File: config.mk
export PLATFORM = sky130hd
export DESIGN_NAME = hedios_write_arbiter_flat
export DESIGN_NICKNAME = d
export VERILOG_FILES = /design/src/rtl/hedios_arb_pkg.sv /design/src/rtl/hedios_write_arbiter_if.sv /design/src/rtl/hedios_rr_picker.sv /design/src/rtl/hedios_write_arbiter.sv /design/src/flat_wrapper.sv
export SDC_FILE = /design/constraint.sdc
export NUM_CORES = 1
export LEC_CHECK = 0
export BUFFER_PORTS_ARGS = -buffer_cell sky130_fd_sc_hd__buf_2
export CORE_MARGIN = 8
export CORE_UTILIZATION = 40
export CTS_BUF_LIST = sky130_fd_sc_hd__clkbuf_16
export DETAILED_ROUTE_END_ITERATION = 16
export GPL_ROUTABILITY_DRIVEN = 0
export SLEW_MARGIN = 20
export SYNTH_ARGS = -nofsm -noshare
export SYNTH_HDL_FRONTEND = slang
export SYNTH_SLANG_ARGS = --single-unit
File: constraint.sdc
create_clock -name clk -period 2.6 [get_ports clk]
set_input_delay 0.13 -clock clk [delete_from_list [all_inputs] [get_ports clk]]
set_output_delay 0.13 -clock clk [all_outputs]
set_load 0.01 [all_outputs]
File: src/rtl/hedios_arb_pkg.sv
// rtl/hedios_arb_pkg.sv - shared width helper and drop counter width for the write arbiter
package hedios_arb_pkg;

    localparam int DROP_CNT_W = 8;

    function automatic int src_width(input int n);
        return (n <= 2) ? 1 : $clog2(n);
    endfunction

endpackage

File: src/rtl/hedios_write_arbiter_if.sv
// rtl/hedios_write_arbiter_if.sv - writer/register bus of the arbiter; HEDIOS_ARB_DROP_COUNT_EN adds drop_count
interface hedios_write_arbiter_if
    import hedios_arb_pkg::*;
#(
    parameter int REQ_COUNT = 2,
    parameter int DEPTH     = 16
);
    localparam int SRC_W = src_width(REQ_COUNT);

    logic [REQ_COUNT-1:0]       req_valid;
    logic [REQ_COUNT*DEPTH-1:0] req_data;
    logic [REQ_COUNT-1:0]       req_done;
    logic                       wr_en;
    logic [DEPTH-1:0]           wr_data;
    logic [SRC_W-1:0]           wr_src;
    logic [REQ_COUNT-1:0]       drop_flag;
    logic                       clear_drop;
`ifdef HEDIOS_ARB_DROP_COUNT_EN
    logic [DROP_CNT_W-1:0]      drop_count;

    modport master (
        output req_valid, req_data, clear_drop,
        input  req_done, wr_en, wr_data, wr_src, drop_flag, drop_count
    );
    modport slave (
        input  req_valid, req_data, clear_drop,
        output req_done, wr_en, wr_data, wr_src, drop_flag, drop_count
    );
`else
    modport master (
        output req_valid, req_data, clear_drop,
        input  req_done, wr_en, wr_data, wr_src, drop_flag
    );
    modport slave (
        input  req_valid, req_data, clear_drop,
        output req_done, wr_en, wr_data, wr_src, drop_flag
    );
`endif

endinterface

File: src/rtl/hedios_rr_picker.sv
// rtl/hedios_rr_picker.sv - combinational round-robin pick starting after last_grant
module hedios_rr_picker
    import hedios_arb_pkg::*;
#(
    parameter int REQ_COUNT = 2,
    localparam int SRC_W    = src_width(REQ_COUNT)
) (
    input  logic [REQ_COUNT-1:0] pending,
    input  logic [SRC_W-1:0]     last_grant,
    output logic                 grant_valid,
    output logic [SRC_W-1:0]     grant_idx
);

    // scan from farthest to nearest so the nearest pending writer after last_grant is written last and wins
    always_comb begin
        grant_valid = 1'b0;
        grant_idx   = '0;
        for (int k = REQ_COUNT; k >= 1; k--) begin
            int               pos;
            logic [SRC_W-1:0] sel;
            pos = int'(last_grant) + k;
            if (pos >= REQ_COUNT) pos = pos - REQ_COUNT;
            sel = SRC_W'(pos);
            if (pending[sel]) begin
                grant_valid = 1'b1;
                grant_idx   = sel;
            end
        end
    end

endmodule

File: src/rtl/hedios_write_arbiter.sv
// rtl/hedios_write_arbiter.sv - round-robin arbiter for one register write port; HEDIOS_ARB_DROP_COUNT_EN adds drop_count
module hedios_write_arbiter
    import hedios_arb_pkg::*;
#(
    parameter int REQ_COUNT = 2,
    parameter int DEPTH     = 16
) (
    input  logic                  clk,
    input  logic                  rst,
    hedios_write_arbiter_if.slave bus
);
    localparam int SRC_W = src_width(REQ_COUNT);

    logic [REQ_COUNT-1:0] pending;
    logic [DEPTH-1:0]     data_buf [REQ_COUNT];
    logic [SRC_W-1:0]     last_grant;
    logic                 grant_valid;
    logic [SRC_W-1:0]     grant_idx;
    logic [REQ_COUNT-1:0] granted;
    logic [REQ_COUNT-1:0] drop_now;

    logic                 wr_en_q;
    logic [DEPTH-1:0]     wr_data_q;
    logic [SRC_W-1:0]     wr_src_q;
    logic [REQ_COUNT-1:0] req_done_q;
    logic [REQ_COUNT-1:0] drop_flag_q;

    hedios_rr_picker #(.REQ_COUNT(REQ_COUNT)) u_picker (
        .pending     (pending),
        .last_grant  (last_grant),
        .grant_valid (grant_valid),
        .grant_idx   (grant_idx)
    );

    // one-hot of the writer served this cycle; a re-request is only lost when its writer is not being served
    always_comb begin
        granted = '0;
        if (grant_valid) granted[grant_idx] = 1'b1;
        drop_now = bus.req_valid & pending & ~granted;
    end

    // capture requests into per-writer buffers; a served writer may reload in the same cycle
    always_ff @(posedge clk or posedge rst) begin
        if (rst) begin
            pending <= '0;
            for (int i = 0; i < REQ_COUNT; i++) data_buf[i] <= '0;
        end else begin
            for (int i = 0; i < REQ_COUNT; i++) begin
                if (bus.req_valid[i] && (!pending[i] || granted[i])) begin
                    pending[i]  <= 1'b1;
                    data_buf[i] <= bus.req_data[i*DEPTH +: DEPTH];
                end else if (granted[i]) begin
                    pending[i] <= 1'b0;
                end
            end
        end
    end

    // register the granted write; data and source hold when nobody is pending
    always_ff @(posedge clk or posedge rst) begin
        if (rst) begin
            wr_en_q    <= 1'b0;
            wr_data_q  <= '0;
            wr_src_q   <= '0;
            req_done_q <= '0;
            last_grant <= SRC_W'(REQ_COUNT - 1);
        end else if (grant_valid) begin
            wr_en_q    <= 1'b1;
            wr_data_q  <= data_buf[grant_idx];
            wr_src_q   <= grant_idx;
            req_done_q <= granted;
            last_grant <= grant_idx;
        end else begin
            wr_en_q    <= 1'b0;
            req_done_q <= '0;
        end
    end

    // sticky drop flags; a drop in the clearing cycle survives the clear
    always_ff @(posedge clk or posedge rst) begin
        if (rst) drop_flag_q <= '0;
        else     drop_flag_q <= (bus.clear_drop ? '0 : drop_flag_q) | drop_now;
    end

    assign bus.wr_en     = wr_en_q;
    assign bus.wr_data   = wr_data_q;
    assign bus.wr_src    = wr_src_q;
    assign bus.req_done  = req_done_q;
    assign bus.drop_flag = drop_flag_q;

`ifdef HEDIOS_ARB_DROP_COUNT_EN
    logic [DROP_CNT_W-1:0] drop_count_q;

    // saturating count of cycles with at least one drop; a drop while clearing restarts at 1
    always_ff @(posedge clk or posedge rst) begin
        if (rst)                                   drop_count_q <= '0;
        else if (bus.clear_drop)                   drop_count_q <= (|drop_now) ? DROP_CNT_W'(1) : '0;
        else if ((|drop_now) && (drop_count_q != '1)) drop_count_q <= drop_count_q + 1'b1;
    end

    assign bus.drop_count = drop_count_q;
`endif

endmodule
File: src/flat_wrapper.sv
// flat-port wrapper written by rule: the top's interface ports become plain ports
module hedios_write_arbiter_flat import hedios_arb_pkg::*;
#(
    parameter int REQ_COUNT = 2,
    parameter int DEPTH     = 16
)
  (clk, rst, bus_req_valid, bus_req_data, bus_clear_drop, bus_req_done, bus_wr_en, bus_wr_data, bus_wr_src, bus_drop_flag);
  hedios_write_arbiter_if #(.REQ_COUNT(REQ_COUNT), .DEPTH(DEPTH)) bus_i ();
  input  logic clk;
  input  logic rst;
  input wire logic [$bits(bus_i.req_valid)-1:0] bus_req_valid;
  input wire logic [$bits(bus_i.req_data)-1:0] bus_req_data;
  input wire logic [$bits(bus_i.clear_drop)-1:0] bus_clear_drop;
  output wire logic [$bits(bus_i.req_done)-1:0] bus_req_done;
  output wire logic [$bits(bus_i.wr_en)-1:0] bus_wr_en;
  output wire logic [$bits(bus_i.wr_data)-1:0] bus_wr_data;
  output wire logic [$bits(bus_i.wr_src)-1:0] bus_wr_src;
  output wire logic [$bits(bus_i.drop_flag)-1:0] bus_drop_flag;
  assign bus_i.req_valid = bus_req_valid;
  assign bus_i.req_data = bus_req_data;
  assign bus_i.clear_drop = bus_clear_drop;
  assign bus_req_done = bus_i.req_done;
  assign bus_wr_en = bus_i.wr_en;
  assign bus_wr_data = bus_i.wr_data;
  assign bus_wr_src = bus_i.wr_src;
  assign bus_drop_flag = bus_i.drop_flag;
  hedios_write_arbiter #(.REQ_COUNT(REQ_COUNT), .DEPTH(DEPTH)) u_core (.clk(clk), .rst(rst), .bus(bus_i));
endmodule
==> summary.md <==
| Metric | Value |
|---|---|
| Status | `finished clean` |
| Sw Pwr | `roughly 0.001 W` |
| Die area | `0.00862 mm²` |
| Initial antenna violation count | `0` |
| Sequential fraction of design power | `0.421` |
| IO Pins | `slightly below 60` |
| Hold-fix buffers, CTS | `1` |
| Crit path kind | `register to register` |
| Vias | `approximately 1600` |
| RSZ-0062 raised after global routing | `false` |
| Die width | `92.8 µm` |
| Max Cap Violations | `0` |
| R2R Path Start | `u_core.pending[1]` |
| Place WS | `0.937 ns` |
| Crit path largest cell delay | `just over 0.4 ns` |
| Setup Fix Bufs, Post-CTS | `0` |
| Fraction of layout cells with a size suffix above 1 | `0.417` |
| Cell Int Power | `0.00229 W` |
| Tmin final | `1.67 ns` |
| Reg clk slew, reported paths | `0.05 ns` |
| Fill cell count | `527` |
| Commonest non-fill, non-tap cell in the layout | `buf_2` |
| # setup viols final | `0` |
| CP endpoint kind | `register` |
| Drt drc | `0` |
| Post-synthesis cell count | `163` |
| Comb power frac | `0.282` |
| Slew of the pin with the lowest slew margin | `0.516 ns` |
| CP arrival | `1.86 ns` |
| DRT antenna net count | `0` |
| Worst setup margin | `0.928 ns` |
| Initial Util | `0.406` |
| Yosys cell types | `25` |
| RR Endpoint | `u_core.data_buf[11]` |
| Worst Hold Class | `input pin to register` |
| Switching part of the total | `0.299` |
| FMAX | `between 500 and 600 MHz` |
| Inst Count DP | `roughly 300` |
| Global-route wire length before repair | `9100 µm` |
| Max-slew violation count | `0` |
| Largest delay share family, worst path | `simple AND/OR/NAND/NOR gates` |
| Clock Path Buffers | `2` |
| Total GRT Usage | `0.139` |
| Critical-path top delay cell | `nand2_2` |
| Aggregate global routing overflow | `0` |
| Area grow syn2layout | `27.1%` |
| Clk sink count | `between 50 and 60` |
| Slew headroom | `0.655` |
| Period utilization | `0.643` |
| H-tree lvl count | `3` |
| Pin count of the biggest net entering global routing | `22` |
| CP required | `2.79 ns` |
| Pwr/cell area | `1090 mW/mm²` |
| Peak VDD IR | `~0.53 mV` |
| Worst hold margin | `around 0.017 ns` |
| Final hold violations | `0` |
| Area of the multi-input gates | `between 800 and 900 µm²` |
| Setup TNS | `0 ns` |
| Syn Area/Cell | `14.5 µm²` |
| Post-cts resize count | `0` |
| Antenna cells | `0` |
| Worst Setup Start Kind | `register` |
| P_leak | `between 1 and 1.5 nW` |
| Hold Crit Start | `bus_clear_drop` |
| Clk root buf | `clkbuf_16` |
| Most frequent cells in the layout | `buf_2, dfrtp_1, mux2_1, inv_1` |
| Mapped Nets | `200` |
| TritonRoute pass-1 iters | `4` |
| Vias in the first global route | `1696` |
| Clock Latency Late Sink | `~0.32 ns` |
| Cell area after synthesis | `0.00236 mm²` |
| Worst path cell trace | `buf_4 -> nand3_1 -> nand2_2 -> mux2_1` |
| Ys Warns | `0` |
| Detailed Route Iter0 Violations | `66` |
| Die Y | `between 90 and 100 µm` |
| Crit Path Max Fanout | `17` |
| Worst Hold Endpoint | `u_core.bus.drop_flag[0]` |
| CP Launch Point | `u_core.pending[1]` |
| WL per Instance | `17.5 µm` |
| CTS tree | `built` |
| Register area share after synthesis | `0.605` |
| Worst hold path depth | `2` |
| Flops & latches, synth | `between 50 and 60` |
| Post-route insts no fill | `310` |
| Row Count | `28` |
| FF/Latch Area | `0.00143 mm²` |
| Core Area | `around 0.0058 mm²` |
| Clock skew | `0.00539 ns` |
| CP bufs+invs | `1` |
| Post-DR vias/cell | `5.00` |
| Worst reg-to-reg setup slack | `0.93 ns` |
| Clk network pwr share | `0.297` |
| Layout Nets | `267` |
| Port-buffer cells | `between 50 and 60` |
| DP HPWL | `3790 µm` |
| Worst Reg-to-Reg Cells | `4` |
| Num CTS Buffers | `9` |
| Routed WL | `about 5400 µm` |
[per-layer routing]
metal  wire [µm]  GRT usage  vias up
li1            -          -      741
met1        2340      0.166      770
met2        2730      0.208       33
met3         292     0.0672        6
met4          53     0.0564        0
met5           0          0        -
[how the worst max path moves through the flow]
stage / end / slack, ns / depth (start not counted)
3_3_place_gp: u_core.data_buf[0] / 1.0 / 4
5_1_grt: u_core.data_buf[11] / 0.81 / 4
4_1_cts: u_core.data_buf[11] / 0.91 / 4
6_report: u_core.data_buf[11] / 0.93 / 4
2_1_floorplan: u_core.bus.drop_flag[0] / 1.07 / 1
3_5_place_dp: u_core.data_buf[11] / 0.94 / 4
[synthesized netlist by cell type]
library cell | number | area share
dfrtp_1 | 56 | 0.59
mux2_1 | 22 | 0.10
a211o_1 | 10 | 0.037
mux2_4 | 10 | 0.064
nor2b_1 | 10 | 0.026
o221a_1 | 8 | 0.038
o221a_2 | 8 | 0.038
or3_1 | 6 | 0.016
buf_2 | 5 | 0.011
inv_1 | 5 | 0.0079
nand2_1 | 4 | 0.0064
nand2_2 | 3 | 0.0079
inv_2 | 2 | 0.0032
nand2b_1 | 2 | 0.0053
o22ai_1 | 2 | 0.0053
buf_1 | 1 | 0.0016
buf_4 | 1 | 0.0032
buf_6 | 1 | 0.0048
clkbuf_1 | 1 | 0.0016
dfstp_2 | 1 | 0.011
nand3_1 | 1 | 0.0021
nand3b_1 | 1 | 0.0032
o21a_1 | 1 | 0.0032
o21ai_1 | 1 | 0.0021
or2_1 | 1 | 0.0027
[registers in the layout, summed over array words and instances, names as in the netlist]
name	count
u_core.bus.wr_src	1
u_core.pending	2
u_core.last_grant	1
u_core.bus.drop_flag	2
u_core.bus.req_done	2
u_core.bus.wr_en	1
u_core.bus.wr_data	16
u_core.data_buf	32
[area by class of cell]
type	count	area share
timing repair buffer	65	0.115
sequential	57	0.476
inverter	7	0.00876
tap	75	0.0313
clock buffer	9	0.0751
clock inverter	7	0.00876
multi-input combinational	90	0.285
[kinds of logic (layout without fill, tap and decap cells)]
family / after synthesis / count (layout) / share of synthesized area
compound gates: 30 / 30 / 0.124
buf+inv: 16 / 88 / 0.0329
flops: 57 / 57 / 0.605
mux: 32 / 32 / 0.169
simple gates: 28 / 28 / 0.0700
[power by group through the flow]
stage / Combinational, W / Clock [W] / Sequential [W]
floorplan: 0.000553 / 0 / 0.00142
global placement: 0.000920 / 0 / 0.00139
detailed placement: 0.000942 / 0 / 0.00139
CTS: 0.000943 / 0.000995 / 0.00138
global route: 0.00101 / 0.00105 / 0.00142
finish: 0.000922 / 0.000972 / 0.00138
[metrics by stage]
step,area [µm²],util,total power [W]
floorplan,2360,-,0.00197
global placement,2740,0.471,0.00231
detailed placement,2740,0.471,0.00233
CTS,3000,0.516,0.00332
global route,3000,0.516,0.00348
finish,3000,0.516,0.00327
Power figures use the tool's default switching activity.
